<file path="src/rtl/tape_player.sv">
// tape_player: plays the tape buffer back as a pulse-width-coded ear waveform.
// Define TAPE_CHECKSUM_EN to append a mod-256 byte sum after the data.
module tape_player #(
  parameter int HALF0  = 140,
  parameter int HALF1  = 280,
  parameter int HALFS  = 420,
  parameter int LEADER = 768,
  parameter int AW     = 16
) (
  input  logic          clock,
  input  logic          reset,
  input  logic          ce,
  input  logic          start,
  input  logic          stop,
  input  logic          motor,
  input  logic [AW-1:0] length,
  output logic [AW-1:0] mem_addr,
  output logic          mem_rd,
  input  logic [7:0]    mem_data,
  output logic          ear,
  output logic          busy,
  output logic          done
);
  localparam int PW = 16;
  localparam int LW = $clog2(LEADER + 1);

  typedef enum logic [2:0] {
    S_IDLE,
    S_LEADER,
    S_SYNC,
    S_FETCH,
    S_LATCH,
    S_BIT_HI,
    S_BIT_LO,
    S_END
  } state_t;

  state_t        state;
  logic [AW-1:0] len_r;
  logic [PW-1:0] phase;
  logic [PW-1:0] half;
  logic [LW-1:0] lcnt;
  logic [7:0]    shreg;
  logic [2:0]    bidx;
  logic [AW-1:0] addr_nx;
  logic          tick;
  logic          last;
`ifdef TAPE_CHECKSUM_EN
  logic [7:0]    sum;
  logic          ck;
`endif

  always_comb begin
    half = PW'(HALF0);
    unique case (state)
      S_SYNC:   half = PW'(HALFS);
      S_BIT_HI,
      S_BIT_LO: if (shreg[7]) half = PW'(HALF1);
      default:  ;
    endcase
  end

  assign tick    = ce & motor;
  assign last    = (phase == half - PW'(1));
  assign addr_nx = mem_addr + AW'(1);

  always_ff @(posedge clock or negedge reset) begin
    if (!reset) begin
      state    <= S_IDLE;
      len_r    <= '0;
      phase    <= '0;
      lcnt     <= '0;
      shreg    <= '0;
      bidx     <= '0;
      mem_addr <= '0;
      mem_rd   <= 1'b0;
      ear      <= 1'b0;
      busy     <= 1'b0;
      done     <= 1'b0;
`ifdef TAPE_CHECKSUM_EN
      sum      <= '0;
      ck       <= 1'b0;
`endif
    end else begin
      mem_rd <= 1'b0;
      done   <= 1'b0;
      if (stop) begin
        state <= S_IDLE;
        ear   <= 1'b0;
        busy  <= 1'b0;
        phase <= '0;
      end else begin
        unique case (state)
          S_IDLE: if (start) begin
            len_r    <= length;
            mem_addr <= '0;
            busy     <= 1'b1;
            lcnt     <= '0;
            phase    <= '0;
            ear      <= 1'b1;
            state    <= S_LEADER;
`ifdef TAPE_CHECKSUM_EN
            sum      <= '0;
            ck       <= 1'b0;
`endif
          end
          S_FETCH: state <= S_LATCH;
          S_LATCH: begin
            shreg <= mem_data;
            bidx  <= 3'd7;
            phase <= '0;
            ear   <= 1'b1;
            state <= S_BIT_HI;
`ifdef TAPE_CHECKSUM_EN
            sum   <= sum + mem_data;
`endif
          end
          S_END: begin
            done  <= 1'b1;
            busy  <= 1'b0;
            ear   <= 1'b0;
            state <= S_IDLE;
          end
          default: if (tick) begin
            if (!last) begin
              phase <= phase + PW'(1);
            end else begin
              phase <= '0;
              if (ear) begin
                ear <= 1'b0;
                if (state == S_BIT_HI) state <= S_BIT_LO;
              end else begin
                // next cycle starts high unless the run ends here
                ear <= 1'b1;
                unique case (state)
                  S_LEADER: begin
                    lcnt <= lcnt + LW'(1);
                    if (lcnt == LW'(LEADER - 1)) state <= S_SYNC;
                  end
                  S_SYNC: begin
                    if (len_r == '0) begin
`ifdef TAPE_CHECKSUM_EN
                      shreg <= sum;
                      bidx  <= 3'd7;
                      ck    <= 1'b1;
                      state <= S_BIT_HI;
`else
                      ear   <= 1'b0;
                      state <= S_END;
`endif
                    end else begin
                      mem_rd <= 1'b1;
                      state  <= S_FETCH;
                    end
                  end
                  S_BIT_LO: begin
                    if (bidx != 3'd0) begin
                      shreg <= shreg << 1;
                      bidx  <= bidx - 3'd1;
                      state <= S_BIT_HI;
`ifdef TAPE_CHECKSUM_EN
                    end else if (ck) begin
                      ear   <= 1'b0;
                      state <= S_END;
`endif
                    end else begin
                      mem_addr <= addr_nx;
                      if (addr_nx == len_r) begin
`ifdef TAPE_CHECKSUM_EN
                        // sum is already final: last byte added at LATCH
                        shreg <= sum;
                        bidx  <= 3'd7;
                        ck    <= 1'b1;
                        state <= S_BIT_HI;
`else
                        ear   <= 1'b0;
                        state <= S_END;
`endif
                      end else begin
                        mem_rd <= 1'b1;
                        state  <= S_FETCH;
                      end
                    end
                  end
                  default: ;
                endcase
              end
            end
          end
        endcase
      end
    end
  end
endmodule
</file>
<file path="config.mk">
export PLATFORM = sky130hd
export DESIGN_NAME = tape_player
export DESIGN_NICKNAME = d
export VERILOG_FILES = /design/src/rtl/tape_player.sv
export SDC_FILE = /design/constraint.sdc
export NUM_CORES = 1
export LEC_CHECK = 0
export CORE_MARGIN = 4
export CORE_UTILIZATION = 40
export DETAILED_ROUTE_END_ITERATION = 8
export DONT_BUFFER_PORTS = 1
export PLACE_DENSITY = 0.64
export SLEW_MARGIN = 10
export SYNTH_ARGS = -nofsm -noshare
export SYNTH_HDL_FRONTEND = slang
export SYNTH_SLANG_ARGS = --single-unit
export TNS_END_PERCENT = 1
</file>
<file path="constraint.sdc">
create_clock -name clock -period 2.73 [get_ports clock]
set_input_delay 0.4095 -clock clock [delete_from_list [all_inputs] [get_ports clock]]
set_output_delay 0.4095 -clock clock [all_outputs]
set_load 0.02 [all_outputs]
</file>
Yosys cells after proc, flatten, opt, wreduce, memory -nomap -nowiden
Cells that the tools add are included.
W data, S select, Z words.

operators by class
  mux-type cells = 64
  bitwise operators = 4
  $add $sub $neg = 5
  equality and inequality tests = 19
  reductions and logical operators = 31

operators by type and width
  kind                     count
  $mux W16                 9
  $pmux W16 S2             2
  $mux W10                 5
  $pmux W16 S3             1
  $mux W3                  15
  $mux W8                  5
  $add A16 B1 Y16 const B  2
  $eq A16 B16 Y1           2
  $pmux W10 S2             1
  $mux W1                  17
  $logic_not A16 Y1        1
  $pmux W8 S2              1
  $reduce_bool A2 Y1       8
  $sub A16 B1 Y16 const B  1
  $reduce_and A7 Y1        2
  $eq A3 B3 Y1 const B     4
  $pmux W3 S4              1
  $reduce_bool A6 Y1       2
  $add A10 B1 Y10 const B  1
  $eq A10 B10 Y1 const B   1
  $reduce_bool A5 Y1       2
  $mux W9                  1
  $pmux W3 S3              1
  $reduce_bool A9 Y1       1
  other kinds (24)         37

word-level totals
  register bits = 76
  bits of input ports = 30

Depth between registers and ports, before layout
  word-level depth = 10
  depth in mapped cells = 11

Worst setup path before layout
Ideal clock, no wire load.

  kind = reg-to-reg
  start point = register mem_addr[5]
  end point = register mem_rd
  path slack = -208 ps
  arrival time = 2818 ps
  clock period less this slack = 2938 ps
  cell stages (with the launch flop) = 10
  required time = 2610 ps
  cells stage by stage = dfrtp_1 -> buf_2 -> nand4_2 -> or4_1 -> xnor2_1 -> a2111o_1 -> or4_1 -> a311oi_2 -> nor3b_1 -> o211a_1

on the way
  longest elaborated chain between the ends = 10

RTL lines
  item                    line  RTL
  start, declared         17    output logic [AW-1:0] mem_addr,
  start signal, assigned  167   mem_addr <= addr_nx;
  $add A16 B1 Y16         65    assign addr_nx = mem_addr + AW'(1);
  $eq A16 B16 Y1          168   if (addr_nx == len_r) begin
  $mux W1                 168
  $mux W1                 157   if (bidx != 3'd0) begin
  $pmux W1 S2             135   unique case (state)
  $mux W1                 129   if (ear) begin
  $mux W1                 125   if (!last) begin
  $mux W1                 124   default: if (tick) begin
  $mux W1                 93    unique case (state)
  $mux W1                 87    if (stop) begin
  end signal, assigned    76    mem_rd <= 1'b0;
  end signal, assigned    85    mem_rd <= 1'b0;
  end signal, assigned    152   mem_rd <= 1'b1;
  end, declared           18    output logic mem_rd,

No other way between the ends.
A chain may end at the register's enable or synchronous reset.

Worst setup path after layout
  start point = register mem_addr[0]
  end point = register ear

on the way
  longest elaborated chain between the ends = 10

RTL lines
  item                  line  RTL
  $add A16 B1 Y16       65
  $eq A16 B16 Y1        168
  $mux W1               168
  $mux W1               157
  $pmux W1 S2           135
  $mux W1               129
  $mux W1               125
  $mux W1               124
  $pmux W1 S4           93
  $mux W1               87
  end signal, assigned  89    ear <= 1'b0;
  end signal, assigned  100   ear <= 1'b1;
  end signal, assigned  130   ear <= 1'b0;
  end, declared         20    output logic ear,

No other way between the ends. The select of a mux whose other input is x is not followed.

==> summary.txt <==
Largest net degree at the start of global routing -> 77
Post-synthesis cell area -> 4590 sq um
CTS Buffer Depth -> 2
Final instance area -> 5550 sq um
Leakage -> 2.42 nW
Count of final max-slew check failures -> 0
# port buffers -> 0
Fin crit period -> 2.69 ns
Sequential cell area -> 1910 sq um
Cell-by-cell trace of the critical path -> nand2_2, or4_4, xnor2_1, a2111o_1, or4_4, a311oi_4, a21oi_1, a31o_1
Vias in the first global route -> 4,028
Most common cell after layout, fill and taps aside -> dfrtp_1
Worst Max-Slew Pin Slew -> 0.646 ns
Post-synth EDFFs -> 0
Top FF cell, synth -> dfrtp_1
Clock root buffer -> clkbuf_16
First-pass GRT wire length -> 20.1 mm
Syn_area_per_cell -> 8.90 sq um
Final setup fails -> 0
Drt drc -> 0
Clk_skew -> 0.0126 ns
DRT iter0 DRCs -> 289
Top cell type's share of synthesized area -> 0.414
Gr usage total -> 0.190
Die W -> 115 um
Critical Path Max Stage Delay -> 0.53 ns
Wire per inst -> 17.0 um
Final Util -> 0.503
Layout cells sized above 1 -> 0.222
Detailed Routing Iterations Pass 1 -> 5
Setup Crit Path Kind -> register to register
Num Clock Sinks -> 76
Fin. Hold Viols -> 0
Vias post-DR -> 4,098
Vias per Instance -> 5.76
Die H -> 115 um
Antenna violations before repair -> 0
CTS tree -> built
Crit start category -> register
Synth warn -> 0
Netlist cell types -> 60
Slew HR -> 0.565
Final wirelength -> 12.1 mm
CP Capture Type -> register
Worst min path class -> primary input to register
H-tree Lvls -> 3
Die area -> 13,300 sq um
Clock Latency Late Sink -> 0.34 ns
Yosys top cell by area -> dfrtp_1
Final hold slack -> 0.137 ns
PwrDens -> 769 nW/um^2
Fraction of the cycle the final worst path needs -> 0.985
Area Overhead vs Synth -> 20.8%
Core ar. -> 11,000 sq um
Ant diodes -> 0
CP Data Required Time -> 2.96 ns
Fillers -> 1,061
GR Overflow Total -> 0
Commonest non-fill, non-tap cells in the layout -> 68 x dfrtp_1, 65 x o21ai_0, 61 x buf_4
TritonCTS Buffers -> 9
Max rail drop VDD -> 0.484 mV
HPWL Detailed -> 8.80 mm
Gpl congestion -> 0.910
# Max-Cap Violations -> 0
Antenna viol nets, final -> 0
Seq/Total Area, Yosys -> 0.414
Fmax -> 0.372 GHz
Starting density of the core -> 0.416
Mapped Cells -> 516
Register bit total from synthesis -> 76
Placed instance area -> 5170 sq um
Synth Net Count -> 551
WP data arrival -> 2.92 ns
Crit Path Max Fanout -> 4
Synth top area cells -> dfrtp_1 41%, o21ai_0 7.1%, nor2_1 4.3%
CP most frequent cell -> or4_4
# rows -> 38
Crit path max-delay cell type -> or4_4
Post-synth ARST share -> 1.00
Clk slew on worst S/H paths -> 0.06 ns
Ports -> 50
Fin nets -> 601
Status -> completed
RSZ-0062 raised after global routing -> true
Area of the multi-input gates -> 2640 sq um
==> flip-flops by register name (all words and copies together) (netlist names) <==
name,cells
bidx,3
busy,1
done,1
ear,1
lcnt,10
len_r,16
mem_addr,16
mem_rd,1
phase,16
shreg,8
state,3
==> report_power, final <==
group          switching (mW)  internal, mW  total [mW]
Combinational           0.847         0.703        1.55
Clock                   0.473         0.636        1.11
Sequential              0.244          1.36        1.60
Total                    1.56          2.70        4.26
==> worst max-delay path, delay by kind of cell (launching register included) <==
family / cells / cell delay, ns
xor+xnor: 1 / 0.15
simple gates: 3 / 1.11
flops: 1 / 0.42
compound gates: 4 / 0.89
==> synthesized netlist by cell type, drive strengths merged (2+ instances only) <==
cell type / number
nor4: 6
nand2b: 19
clkbuf: 17
o21a: 2
ha: 5
nor3: 12
o211a: 2
xnor2: 16
nand2: 30
a211oi: 6
nand3: 15
nor4b: 3
and2: 7
a21boi: 2
o211ai: 3
or2: 4
and3: 15
o2111ai: 2
mux2i: 9
buf: 8
nand3b: 2
or4: 4
a22o: 2
a31oi: 7
o31ai: 12
a21oi: 29
xor2: 12
nand4: 13
dfrtp: 76
nor2b: 2
nand4b: 2
a32o: 3
nor3b: 5
o21ai: 65
or3: 3
nor2: 53
inv: 9
mux2: 16
o21bai: 3
and4: 3
==> logic make-up after synthesis <==
| logic type | synth area share |
|---|---|
| adder cells (fa/ha/maj) | 0.0136 |
| multiplexers | 0.0589 |
| AO/OA/AOI/OAI | 0.198 |
| XOR/XNOR | 0.0534 |
| buffers and inverters | 0.0313 |
| AND/OR/NAND/NOR | 0.231 |
| flip-flops | 0.414 |
==> area by class of cell <==
class,instances,share of cell area
clock inverter,5,0.00519
tap,140,0.0316
multi-input combinational,405,0.477
clock buffer,11,0.0438
sequential,76,0.345
inverter,10,0.00677
timing repair buffer,64,0.0914
==> metrics by stage <==
| step | TNS, ns | setup WS, ns | power, mW | cells |
|---|---|---|---|---|
| after floorplan | -0.0216 | -0.0138 | 2.63 | 516 |
| after global placement | -0.158 | -0.0656 | 3.06 | 693 |
| after detailed placement | -0.360 | -0.138 | 3.11 | 693 |
| after CTS | 0 | 0.0225 | 4.27 | 711 |
| after global routing | -0.310 | -0.143 | 4.56 | 711 |
| final | 0 | 0.0419 | 4.26 | 711 |
==> repair_timing <==
action,in CTS,in global routing
buffers inserted,0,0
hold buffers,2,0
endpoints found under the setup margin,3,16
hold endpoints to repair,76,0
resized for setup,4,8
pin swaps,3,1
==> path summary, 6_finish.rpt <==
| check | slack [ns] | depth (start not counted) | to | from |
|---|---|---|---|---|
| setup / recovery | 0.04 | 8 | ear$_DFFE_PN0P_ | mem_addr[0]$_DFFE_PN0P_ |
| hold / removal | 0.14 | 1 | busy$_DFFE_PN0P_ | stop |
| setup reg to reg | 0.04 | 8 | ear$_DFFE_PN0P_ | mem_addr[0]$_DFFE_PN0P_ |
| hold reg to reg | 0.47 | 1 | bidx[0]$_DFFE_PN0P_ | bidx[0]$_DFFE_PN0P_ |
| max in group asynchronous | 1.74 | 2 | mem_addr[0]$_DFFE_PN0P_ | reset |
| min in group asynchronous | 0.59 | 2 | len_r[1]$_DFFE_PN0P_ | reset |
==> per-layer routing <==
layer | up-vias | share of wire | global-route usage
met5 | - | 0 | 0
met4 | 0 | 0.018 | 0.0587
met3 | 17 | 0.061 | 0.0511
met2 | 123 | 0.46 | 0.301
met1 | 1969 | 0.46 | 0.255
li1 | 1989 | - | -
(Power assumes the default switching activity.)
